$ cat src/rtl/pc_fetch_unit_pkg.sv
// Shared definitions for the IF-stage fetch unit: FSM encoding, tag FIFO entry
// layout, reset vector and the exception bus layout used on out_excp.
package pc_fetch_unit_pkg;

    localparam logic [1:0] ST_RUN  = 2'd0;
    localparam logic [1:0] ST_HOLD = 2'd1;
    localparam logic [1:0] ST_ERR  = 2'd2;

    localparam logic [31:0] RESET_PC_DEFAULT = 32'hBFC0_0000;

    // FIFO entries always carry a full 32-bit pc; narrower ADDR_W is zero-extended.
    localparam int PC_W = 32;

    // Exception bus: one bit per cause, instruction-fetch address error at EXC_I_ADEL.
    localparam int EXC_W      = 8;
    localparam int EXC_I_ADEL = 4;
    localparam logic [EXC_W-1:0] EXC_ADEL_MASK = EXC_W'(1) << EXC_I_ADEL;

    typedef struct packed {
        logic [PC_W-1:0]  pc;
        logic [EXC_W-1:0] excp;
        logic             drop;
    } tag_entry_t;

endpackage

$ cat src/rtl/pc_tag_fifo.sv
// In-order tracker of outstanding fetches. set_drop marks every stored entry
// stale in one cycle so that redirects squash all in-flight responses.
module pc_tag_fifo
    import pc_fetch_unit_pkg::*;
#(
    parameter int DEPTH = 2,
    parameter int CNT_W = $clog2(DEPTH + 1)
) (
    input  logic             clk,
    input  logic             rst,
    input  logic             push,
    input  tag_entry_t       push_entry,
    input  logic             pop,
    input  logic             set_drop,
    output tag_entry_t       head,
    output logic             head_valid,
    output logic [CNT_W-1:0] count
);

    localparam int PTR_W = (DEPTH > 1) ? $clog2(DEPTH) : 1;

    tag_entry_t       mem [DEPTH];
    logic [PTR_W-1:0] rd_ptr;
    logic [PTR_W-1:0] wr_ptr;
    logic             do_push;
    logic             do_pop;

    function automatic logic [PTR_W-1:0] bump(input logic [PTR_W-1:0] p);
        return (p == PTR_W'(DEPTH - 1)) ? '0 : p + PTR_W'(1);
    endfunction

    assign head_valid = (count != '0);
    assign head       = mem[rd_ptr];
    assign do_pop     = pop & head_valid;
    assign do_push    = push & (count != CNT_W'(DEPTH));

    // Pointer and occupancy bookkeeping; push and pop together leave count unchanged.
    always_ff @(posedge clk) begin
        if (rst) begin
            rd_ptr <= '0;
            wr_ptr <= '0;
            count  <= '0;
        end else begin
            if (do_push) wr_ptr <= bump(wr_ptr);
            if (do_pop)  rd_ptr <= bump(rd_ptr);
            case ({do_push, do_pop})
                2'b10:   count <= count + CNT_W'(1);
                2'b01:   count <= count - CNT_W'(1);
                default: ;
            endcase
        end
    end

    // Entry storage; the pushed entry carries its own drop bit and wins over the broadcast.
    always_ff @(posedge clk) begin
        if (set_drop) begin
            for (int i = 0; i < DEPTH; i++) mem[i].drop <= 1'b1;
        end
        if (do_push) mem[wr_ptr] <= push_entry;
    end

endmodule

$ cat src/rtl/pc_fetch_unit.sv
// IF-stage fetch-address generator with req/gnt issue and in-flight tracking.
// Optional build macro PC_UMCHECK_EN: flags user-mode fetches from the kernel
// segment (pc[ADDR_W-1] set) as address errors; without it only alignment is checked.
//
// state | meaning
// RUN   | no request pending; decide to issue, fault, or wait
// HOLD  | i_req high with i_addr stable until i_gnt
// ERR   | faulting pc pushed, no fetching until a redirect
module pc_fetch_unit
    import pc_fetch_unit_pkg::*;
#(
    parameter int                ADDR_W   = 32,
    parameter logic [ADDR_W-1:0] RESET_PC = ADDR_W'(RESET_PC_DEFAULT),
    parameter int                FETCH_N  = 1,
    parameter int                DEPTH    = 2
) (
    input  logic              clk,
    input  logic              rst,
    input  logic              stall,
    input  logic              flush,
    input  logic [ADDR_W-1:0] flush_pc,
    input  logic              br_flag,
    input  logic [ADDR_W-1:0] br_addr,
    input  logic              usermode,
    output logic              i_req,
    output logic [ADDR_W-1:0] i_addr,
    input  logic              i_gnt,
    input  logic              i_rvalid,
    output logic              i_rready,
    output logic              out_valid,
    output logic [ADDR_W-1:0] out_pc,
    output logic [EXC_W-1:0]  out_excp,
    input  logic              out_ready
);

    localparam int                CNT_W  = $clog2(DEPTH + 1);
    localparam int                OCC_W  = CNT_W + 1;
    localparam logic [ADDR_W-1:0] STEP_V = ADDR_W'(4 * FETCH_N);

    logic [1:0]        state, state_n;
    logic [ADDR_W-1:0] pc, pc_n;
    logic [ADDR_W-1:0] pend_pc, pend_pc_n;
    logic              pend_valid, pend_valid_n;

    logic              redirect;
    logic [ADDR_W-1:0] target;
    logic [ADDR_W-1:0] seq_pc;
    logic [ADDR_W-1:0] cand;
    logic              cand_bad;
    logic              um_check;
    logic              granted;
    logic              room;
    logic              can_issue;
    logic [OCC_W-1:0]  occ;

    tag_entry_t        head;
    tag_entry_t        push_entry;
    logic              head_valid;
    logic              head_exc;
    logic              push;
    logic              pop;
    logic [CNT_W-1:0]  count;

`ifdef PC_UMCHECK_EN
    assign um_check = usermode;
`else
    logic unused_usermode;
    assign um_check        = 1'b0;
    assign unused_usermode = usermode;
`endif

    assign redirect = flush | br_flag;
    assign target   = flush ? flush_pc : br_addr;
    assign seq_pc   = (pc & ~(STEP_V - ADDR_W'(1))) + STEP_V;
    assign granted  = (state == ST_HOLD) & i_gnt;

    // Address the FSM will sit on next cycle; a pending redirect replaces the sequential step.
    assign cand = redirect                          ? target  :
                  (state == ST_HOLD && pend_valid)  ? pend_pc :
                  (state == ST_HOLD)                ? seq_pc  : pc;
    assign cand_bad = (cand[1:0] != 2'b00) | (um_check & cand[ADDR_W-1]);

    // Occupancy after this cycle's pop and any grant push decides whether another request fits.
    assign occ       = {1'b0, count} - OCC_W'(pop) + OCC_W'(granted);
    assign room      = occ < OCC_W'(DEPTH);
    assign can_issue = ~stall & room & ~cand_bad;

    assign head_exc  = |head.excp;
    assign i_rready  = head_valid & ~head_exc & (out_ready | head.drop);
    assign out_valid = head_valid & ~head.drop & (i_rvalid | head_exc) & ~redirect;
    assign out_pc    = head_valid ? ADDR_W'(head.pc) : '0;
    assign out_excp  = head_valid ? head.excp : '0;
    assign pop       = head_valid & (head_exc ? (head.drop | (out_valid & out_ready))
                                              : (i_rvalid & i_rready));

    assign i_req  = (state == ST_HOLD);
    assign i_addr = pc;

    // Next-state, next-pc and FIFO push decision.
    always_comb begin
        state_n      = state;
        pc_n         = pc;
        pend_valid_n = pend_valid;
        pend_pc_n    = pend_pc;
        push         = 1'b0;
        push_entry   = '0;
        case (state)
            ST_RUN: begin
                if (redirect) begin
                    pc_n    = target;
                    state_n = can_issue ? ST_HOLD : ST_RUN;
                end else if (!stall && room) begin
                    if (cand_bad) begin
                        push            = 1'b1;
                        push_entry.pc   = PC_W'(pc);
                        push_entry.excp = EXC_ADEL_MASK;
                        state_n         = ST_ERR;
                    end else begin
                        state_n = ST_HOLD;
                    end
                end
            end
            ST_HOLD: begin
                if (granted) begin
                    push            = 1'b1;
                    push_entry.pc   = PC_W'(pc);
                    push_entry.drop = redirect | pend_valid;
                    pend_valid_n    = 1'b0;
                    pc_n            = cand;
                    state_n         = can_issue ? ST_HOLD : ST_RUN;
                end else if (redirect) begin
                    pend_valid_n = 1'b1;
                    pend_pc_n    = target;
                end
            end
            ST_ERR: begin
                if (redirect) begin
                    pc_n    = target;
                    state_n = can_issue ? ST_HOLD : ST_RUN;
                end
            end
            default: state_n = ST_RUN;
        endcase
    end

    // FSM, pc and pending-redirect registers.
    always_ff @(posedge clk) begin
        if (rst) begin
            state      <= ST_RUN;
            pc         <= RESET_PC;
            pend_valid <= 1'b0;
            pend_pc    <= '0;
        end else begin
            state      <= state_n;
            pc         <= pc_n;
            pend_valid <= pend_valid_n;
            pend_pc    <= pend_pc_n;
        end
    end

    pc_tag_fifo #(
        .DEPTH (DEPTH),
        .CNT_W (CNT_W)
    ) u_tag_fifo (
        .clk        (clk),
        .rst        (rst),
        .push       (push),
        .push_entry (push_entry),
        .pop        (pop),
        .set_drop   (redirect),
        .head       (head),
        .head_valid (head_valid),
        .count      (count)
    );

endmodule
$ cat config.mk
export PLATFORM = sky130hd
export DESIGN_NAME = pc_fetch_unit
export DESIGN_NICKNAME = d
export VERILOG_FILES = /design/src/rtl/pc_fetch_unit_pkg.sv /design/src/rtl/pc_tag_fifo.sv /design/src/rtl/pc_fetch_unit.sv
export SDC_FILE = /design/constraint.sdc
export NUM_CORES = 1
export LEC_CHECK = 0
export CAP_MARGIN = 20
export CORE_MARGIN = 10
export CORE_UTILIZATION = 47
export CTS_CLUSTER_DIAMETER = 40
export DETAILED_ROUTE_END_ITERATION = 10
export PLACE_DENSITY_LB_ADDON = 0.08
export SYNTH_ARGS = -nofsm -noshare
export SYNTH_HDL_FRONTEND = slang
export SYNTH_SLANG_ARGS = --single-unit
export TNS_END_PERCENT = 10
$ cat constraint.sdc
create_clock -name clk -period 5.2 [get_ports clk]
set_input_delay 1.04 -clock clk [delete_from_list [all_inputs] [get_ports clk]]
set_output_delay 1.04 -clock clk [all_outputs]
set_load 0.02 [all_outputs]
[Word-level counts from Yosys, hierarchy flattened]
Memory sizes are Yosys's and may differ from the RTL's. A register that Yosys moved wholly into a read port is not among the register bits.
Cells that the tools add are included.
Word-level totals
  register bits: 71
  bits in writable memories: 82
  bits of input ports: 73
  logic and storage cells: 105
  memories kept: 1
Memory list
  u_tag_fifo.mem: depth 2, width 41, read ports 1, clocked after memory_dff 1, write ports 3, RTL line pc_tag_fifo.sv:22  | tag_entry_t mem [DEPTH];
Cells by class
  $add $sub $neg: 7
  $lt $le $gt $ge: 1
  equality and inequality tests: 9
  multiplexer cells: 41
  bitwise gates (word level): 24
  reduce and logical (&&, ||, !) cells: 15
Operators with widths (number)
  $mux W32: 8
  $pmux W32 S2: 2
  $mux W40: 3
  $add A32 B3 Y32 const B: 1
  $mux W1: 18
  $mux W8: 2
  $and A1 B1 Y1: 13
  $mux W2: 5
  $reduce_bool A2 Y1: 5
  $reduce_and A3 Y1: 3
  $reduce_or A8 Y1: 1
  $not A1 Y1: 6
  $pmux W2 S3: 1
  $or A1 B1 Y1: 5
  $eq A2 B1 Y1 const B: 2
  $eq A2 B2 Y1 const B: 2
  $ne A2 B1 Y1 const B: 2
  $ne A2 B2 Y1 const B: 2
  $pmux W2 S2: 1
  $add A3 B1 Y3: 1
  $lt A3 B2 Y1 const B: 1
  $ne A3 B3 Y1 const B: 1
  $sub A2 B1 Y3: 1
  $add A1 B1 Y1 const B: 2
  8 further kinds: 9

[Logic depth before layout (Yosys ltp)]
  depth in word-level cells: 18
  gate-level depth with buffers: 17

[Hierarchy]
Synthesis repeated with hierarchy kept, for this count alone.
Unflattened totals
  cells, all modules: 770
  area total of the unflattened synthesis: 7833.8 µm²
Modules (own cells, without submodules)
  pc_fetch_unit: times used 1, cells an instance 613, area each 4652.0 µm²
  pc_tag_fifo: times used 1, cells an instance 157, area each 3181.8 µm²

[Least setup slack after synthesis]
OpenSTA, ideal clock, no wires.
  kind: input -> register
  start point: in flush
  end point: mem u_tag_fifo.mem[1][10] (netlist bit), enable pin
  arrival: 5228 ps
  required time: 4766 ps
  setup slack: -462 ps
  stages: 12
  path buffers: 2
  cell sequence: clkbuf_1 nor2_1 buf_2 o21ai_0 a21oi_1 ha_1 or2_2 fa_1 xor2_1 nor3b_1 o2111ai_2 a21oi_1
RTL lines
  from (decl): RTL line pc_fetch_unit.sv:20  | input logic flush,
  to (decl): RTL line pc_tag_fifo.sv:22

[Final worst setup path]
  start point: in br_flag
  end point: reg u_tag_fifo.count[1]
On the way
  elaborated cells on any way between the ends: 23
  classes of those cells: add/sub: 2; order compare: 1; eq/ne: 2; mux: 7; bitwise: 8; reduce/logical: 3
RTL lines
  from (decl): RTL line pc_fetch_unit.sv:22  | input logic br_flag,
  $or A1 B1 Y1 *: RTL line pc_fetch_unit.sv:72  | assign redirect = flush | br_flag;
  $not A1 Y1 *: RTL line pc_fetch_unit.sv:90  | assign out_valid = head_valid & ~head.drop & (i_rvalid | head_exc) & ~redirect;
  $and A1 B1 Y1 *: RTL line pc_fetch_unit.sv:90
  $and A1 B1 Y1 *: RTL line pc_fetch_unit.sv:93  | assign pop = head_valid & (head_exc ? (head.drop | (out_valid & out_ready))
  $or A1 B1 Y1 *: RTL line pc_fetch_unit.sv:93
  $mux W1 *: RTL line pc_fetch_unit.sv:93
  $and A1 B1 Y1 *: RTL line pc_fetch_unit.sv:93
  $and A1 B1 Y1 *: RTL line pc_tag_fifo.sv:34  | assign do_pop = pop & head_valid;
  named net u_tag_fifo.do_pop: RTL line pc_tag_fifo.sv:26  | logic do_pop;
  $eq A2 B1 Y1 or $eq A2 B2 Y1 (tied branches): RTL line pc_tag_fifo.sv:46  | case ({do_push, do_pop})
  $pmux W2 S2 or $reduce_bool A2 Y1 (tied branches)
  to (signal assigned): RTL line pc_tag_fifo.sv:47  | 2'b10: count <= count + CNT_W'(1);
  to (signal assigned): RTL line pc_tag_fifo.sv:48  | 2'b01: count <= count - CNT_W'(1);
  to (decl): RTL line pc_tag_fifo.sv:17  | output logic [CNT_W-1:0] count
The timed path passes the listed nets; every way through them passes the cells marked *.
A chain may end at the register's enable or synchronous reset.

==> results.py <==
metrics = {
    "run_status": {
        "status": "complete, no violations",
    },
    "hold_path": {
        "hold_path_class": "reg -> reg",
        "hold_path_depth": 2,
    },
    "setup_path": {
        "cp.required_ps": 5540,
        "path_cells": "clkdlybuf4s50_1, nor2_1, o21ai_0, a21oi_1, ha_1, or2_2, fa_1, xor2_1, nor3b_1, o2111ai_2, a21boi_0, inv_1, ha_1, or3_1, a21oi_1",
        "r2r_setup_slack_ps": 1210,
        "worst-path-buf-inv": 2,
        "cp-start-kind": "input pin",
        "critPathArrivalTime_ps": 5090,
        "crit_path_end_kind": "register",
        "cp_slowest_cell": "clkdlybuf4s50_1",
        "r2r_cells": 14,
        "cp_max_fo": 3,
        "r2r-end": "u_tag_fifo.count[1]",
        "critPathMaxStageDelay_ps": 450,
        "crit_end": "u_tag_fifo.count[1]",
        "path_depth": 15,
        "crit_family": "simple AND/OR/NAND/NOR gates",
        "crit_type": "in -> reg",
        "cp-startpoint": "br_flag",
    },
    "timing": {
        "setup_violations": 0,
        "fin_crit_sh_pct": 91.2,
        "slew_viol_final": 0,
        "slew_headroom_pct": 32.2,
        "finalHoldViolCount": 0,
        "setup_tns_ps": 0,
        "holdWs_ps": 500,
        "rsz0062_at_grt": "false",
        "worst_slack_ps": 456,
        "tightest_slew_ps": 992,
        "finClkSkew_ps": 9.03,
        "fmax_mhz": 211,
        "period_minus_slack_ps": 4740,
    },
    "finish": {
        "layout-drive-gt1-share_pct": 8.21,
        "instances_no_fill": 1130,
        "area_growth_pct": 29.2,
        "fin_nets": 983,
        "diodes": 0,
    },
    "floorplanning": {
        "core_area_um2": 15700,
        "start_util_pct": 47.5,
        "rows": 46,
        "ioPinCount": 148,
        "fp.dieW_um": 146,
        "die-area_um2": 21300,
        "die_h_um": 146,
    },
    "pwr": {
        "power_density_nw_per_um2": 417,
        "p_leak_nw": 3.34,
        "fin_total_pwr_mw": 4.02,
        "worst_ir_drop_vdd_uv": 271,
    },
    "route": {
        "vias_per_cell": 5.63,
        "wire_per_inst_um": 18.9,
        "drt-pass1-iter-count": 5,
        "dr.first_iter.drc_count": 461,
        "wirelength_mm": 21.3,
        "vias": 6365,
        "antenna_left": 0,
        "drc": 0,
    },
    "clocking": {
        "cts_tree": "built",
        "ctsHoldBuffers": 0,
        "worstSkewPairLatency_ps": 410,
        "ctsResizeCount": 0,
        "cts_sinks": 140,
        "cts_buffers": 17,
        "cts_root_buf": "clkbuf_16",
        "clk_path_buf_depth": 2,
        "h-tree-depth": 4,
        "clk_pin_slew_ps": 60,
        "post-cts-setup-buffers": 0,
    },
    "yosys": {
        "synth_cell_types": 69,
        "seq_area_frac_synth_pct": 46.4,
        "syn-instance-count": 784,
        "synth_area_per_cell_um2": 9.52,
        "synthFlopType": "dfxtp_1",
        "synthArstFlopShare_pct": 0,
        "yosysWarnings": 0,
        "synth_edf_count": 66,
        "ys_ff_latch": 140,
        "syn_area_um2": 7470,
    },
    "grt": {
        "grt_pass1_vias": 6308,
        "grtUsageMet2_pct": 29.3,
        "grt_util_met1_pct": 27.6,
        "grt_pass1_wl_mm": 34.5,
        "grt_max_degree": 62,
        "met3_usage_pct": 6.00,
        "grt_usage_pct": 19.8,
        "overflow": 0,
        "busiest_layer": "met2",
        "antenna_found_initial": 0,
    },
    "placement": {
        "dp_cells": 1096,
        "place_ws_ps": 16.7,
        "place.gp.congestion": 0.850,
        "dp_hpwl_mm": 15.4,
        "io_buffers": 139,
    },
    "flow_run": {
        "max-cap-violations": 0,
    },
}
==> final cells by class <==
cell class / count / area (um^2)
Clock buffer: 20 / 437
Clock inverter: 12 / 124
Fill cell: 1333 / 6060
Inverter: 18 / 67.6
Multi-Input combinational cell: 566 / 3700
Sequential cell: 140 / 3460
Tap cell: 216 / 270
Timing Repair Buffer: 158 / 1580
==> state kept, by name (all words and copies together), names as in the netlist, named ones only <==
| name | count |
|---|---|
| pend_valid | 1 |
| u_tag_fifo.rd_ptr | 1 |
| pend_pc | 32 |
| u_tag_fifo.wr_ptr | 1 |
| i_addr | 32 |
| u_tag_fifo.count | 2 |
| state | 2 |
| u_tag_fifo.mem | 68 |
==> worst reg2reg max path: stages, from the launching register on <==
cell       delay, ps
dfxtp_2          360
mux2i_1          250
o21ai_0          120
a21oi_1          260
ha_1             270
or2_2            300
fa_1             390
xor2_1           160
nor3b_1          370
o2111ai_2        210
a21boi_0         290
inv_1             80
ha_1             320
or3_1            380
a21oi_1          150
==> power breakdown <==
group / leakage [nW] / internal (mW) / switching, mW
Sequential: 1.23 / 1.32 / 0.137
Clock: 0.269 / 0.701 / 0.440
Combinational: 1.85 / 0.643 / 0.786
==> cells in the mapped netlist (all sizes together), types with 7 or more instances <==
cell type | count | area [um^2]
clkbuf | 45 | 169
mux2i | 72 | 721
nor2 | 114 | 428
and2 | 33 | 208
a21oi | 51 | 255
nand2 | 34 | 128
nand4 | 10 | 92.6
ha | 8 | 100
nor4 | 10 | 68.8
nand2b | 14 | 87.6
inv | 18 | 67.6
dfxtp | 74 | 1480
nand3 | 22 | 110
mux2 | 7 | 78.8
edfxtp | 66 | 1980
o21ai | 27 | 135
a211oi | 33 | 248
buf | 21 | 123
nor3 | 19 | 95.1
xor2 | 8 | 70.1
==> worst min path at each step <==
stage | startpoint | end | slack [ps]
floorplan | pend_pc[21] | pend_pc[21] | 460
global placement | pend_pc[21] | pend_pc[21] | 480
detailed placement | pend_pc[21] | pend_pc[21] | 490
CTS | pend_pc[11] | pend_pc[11] | 500
global route | pend_pc[28] | pend_pc[28] | 510
finish | pend_pc[28] | pend_pc[28] | 500
==> layout by cell type, fill, tap and decap left out, types with 4 or more instances in the layout <==
cell,netlist,routed
a211oi_1,33,32
a21oi_1,51,49
a221o_1,4,4
a221oi_1,6,6
and2_1,32,31
and4_1,4,4
buf_12,0,4
buf_4,7,14
clkbuf_16,0,17
clkdlybuf4s50_1,0,137
conb_1,1,7
dfxtp_1,74,73
edfxtp_1,66,66
ha_1,8,8
inv_1,18,18
mux2_2,7,7
mux2i_1,72,72
nand2_1,34,34
nand2b_1,14,14
nand3_1,22,22
nand4_1,8,8
nor2_1,114,113
nor2b_1,4,4
nor3_1,19,19
nor3b_1,5,5
nor4_1,9,8
o211ai_1,5,5
o21ai_0,27,27
o31ai_1,4,4
or4_1,4,4
xnor2_1,5,5
xor2_1,8,8
==> stage by stage <==
step,util [%],instance area (um^2)
6_report,61.4,9650
5_1_grt,61.4,9650
4_1_cts,61.2,9610
3_5_place_dp,57.6,9050
3_3_place_gp,57.6,9050
2_1_floorplan,-,7490
==> kinds of logic (layout without fill, tap and decap cells) <==
| family | after synthesis | count (layout) | synth area share [%] |
|---|---|---|---|
| simple gates | 290 | 290 | 19.7 |
| compound gates | 168 | 168 | 15.2 |
| xor+xnor | 13 | 13 | 1.53 |
| fa+ha+maj | 9 | 9 | 1.61 |
| buf+inv | 84 | 208 | 4.81 |
| flops | 140 | 140 | 46.4 |
| mux | 79 | 79 | 10.7 |
| other cells | 1 | 7 | 0.0502 |
==> metal layers <==
| layer | vias to the layer above | routed length [um] |
|---|---|---|
| met1 | 2948 | 9940 |
| met2 | 293 | 9430 |
| met5 | - | 0 |
| li1 | 3098 | - |
| met3 | 26 | 1740 |
| met4 | 0 | 246 |
No activity file was read; power rests on OpenSTA's default activity.
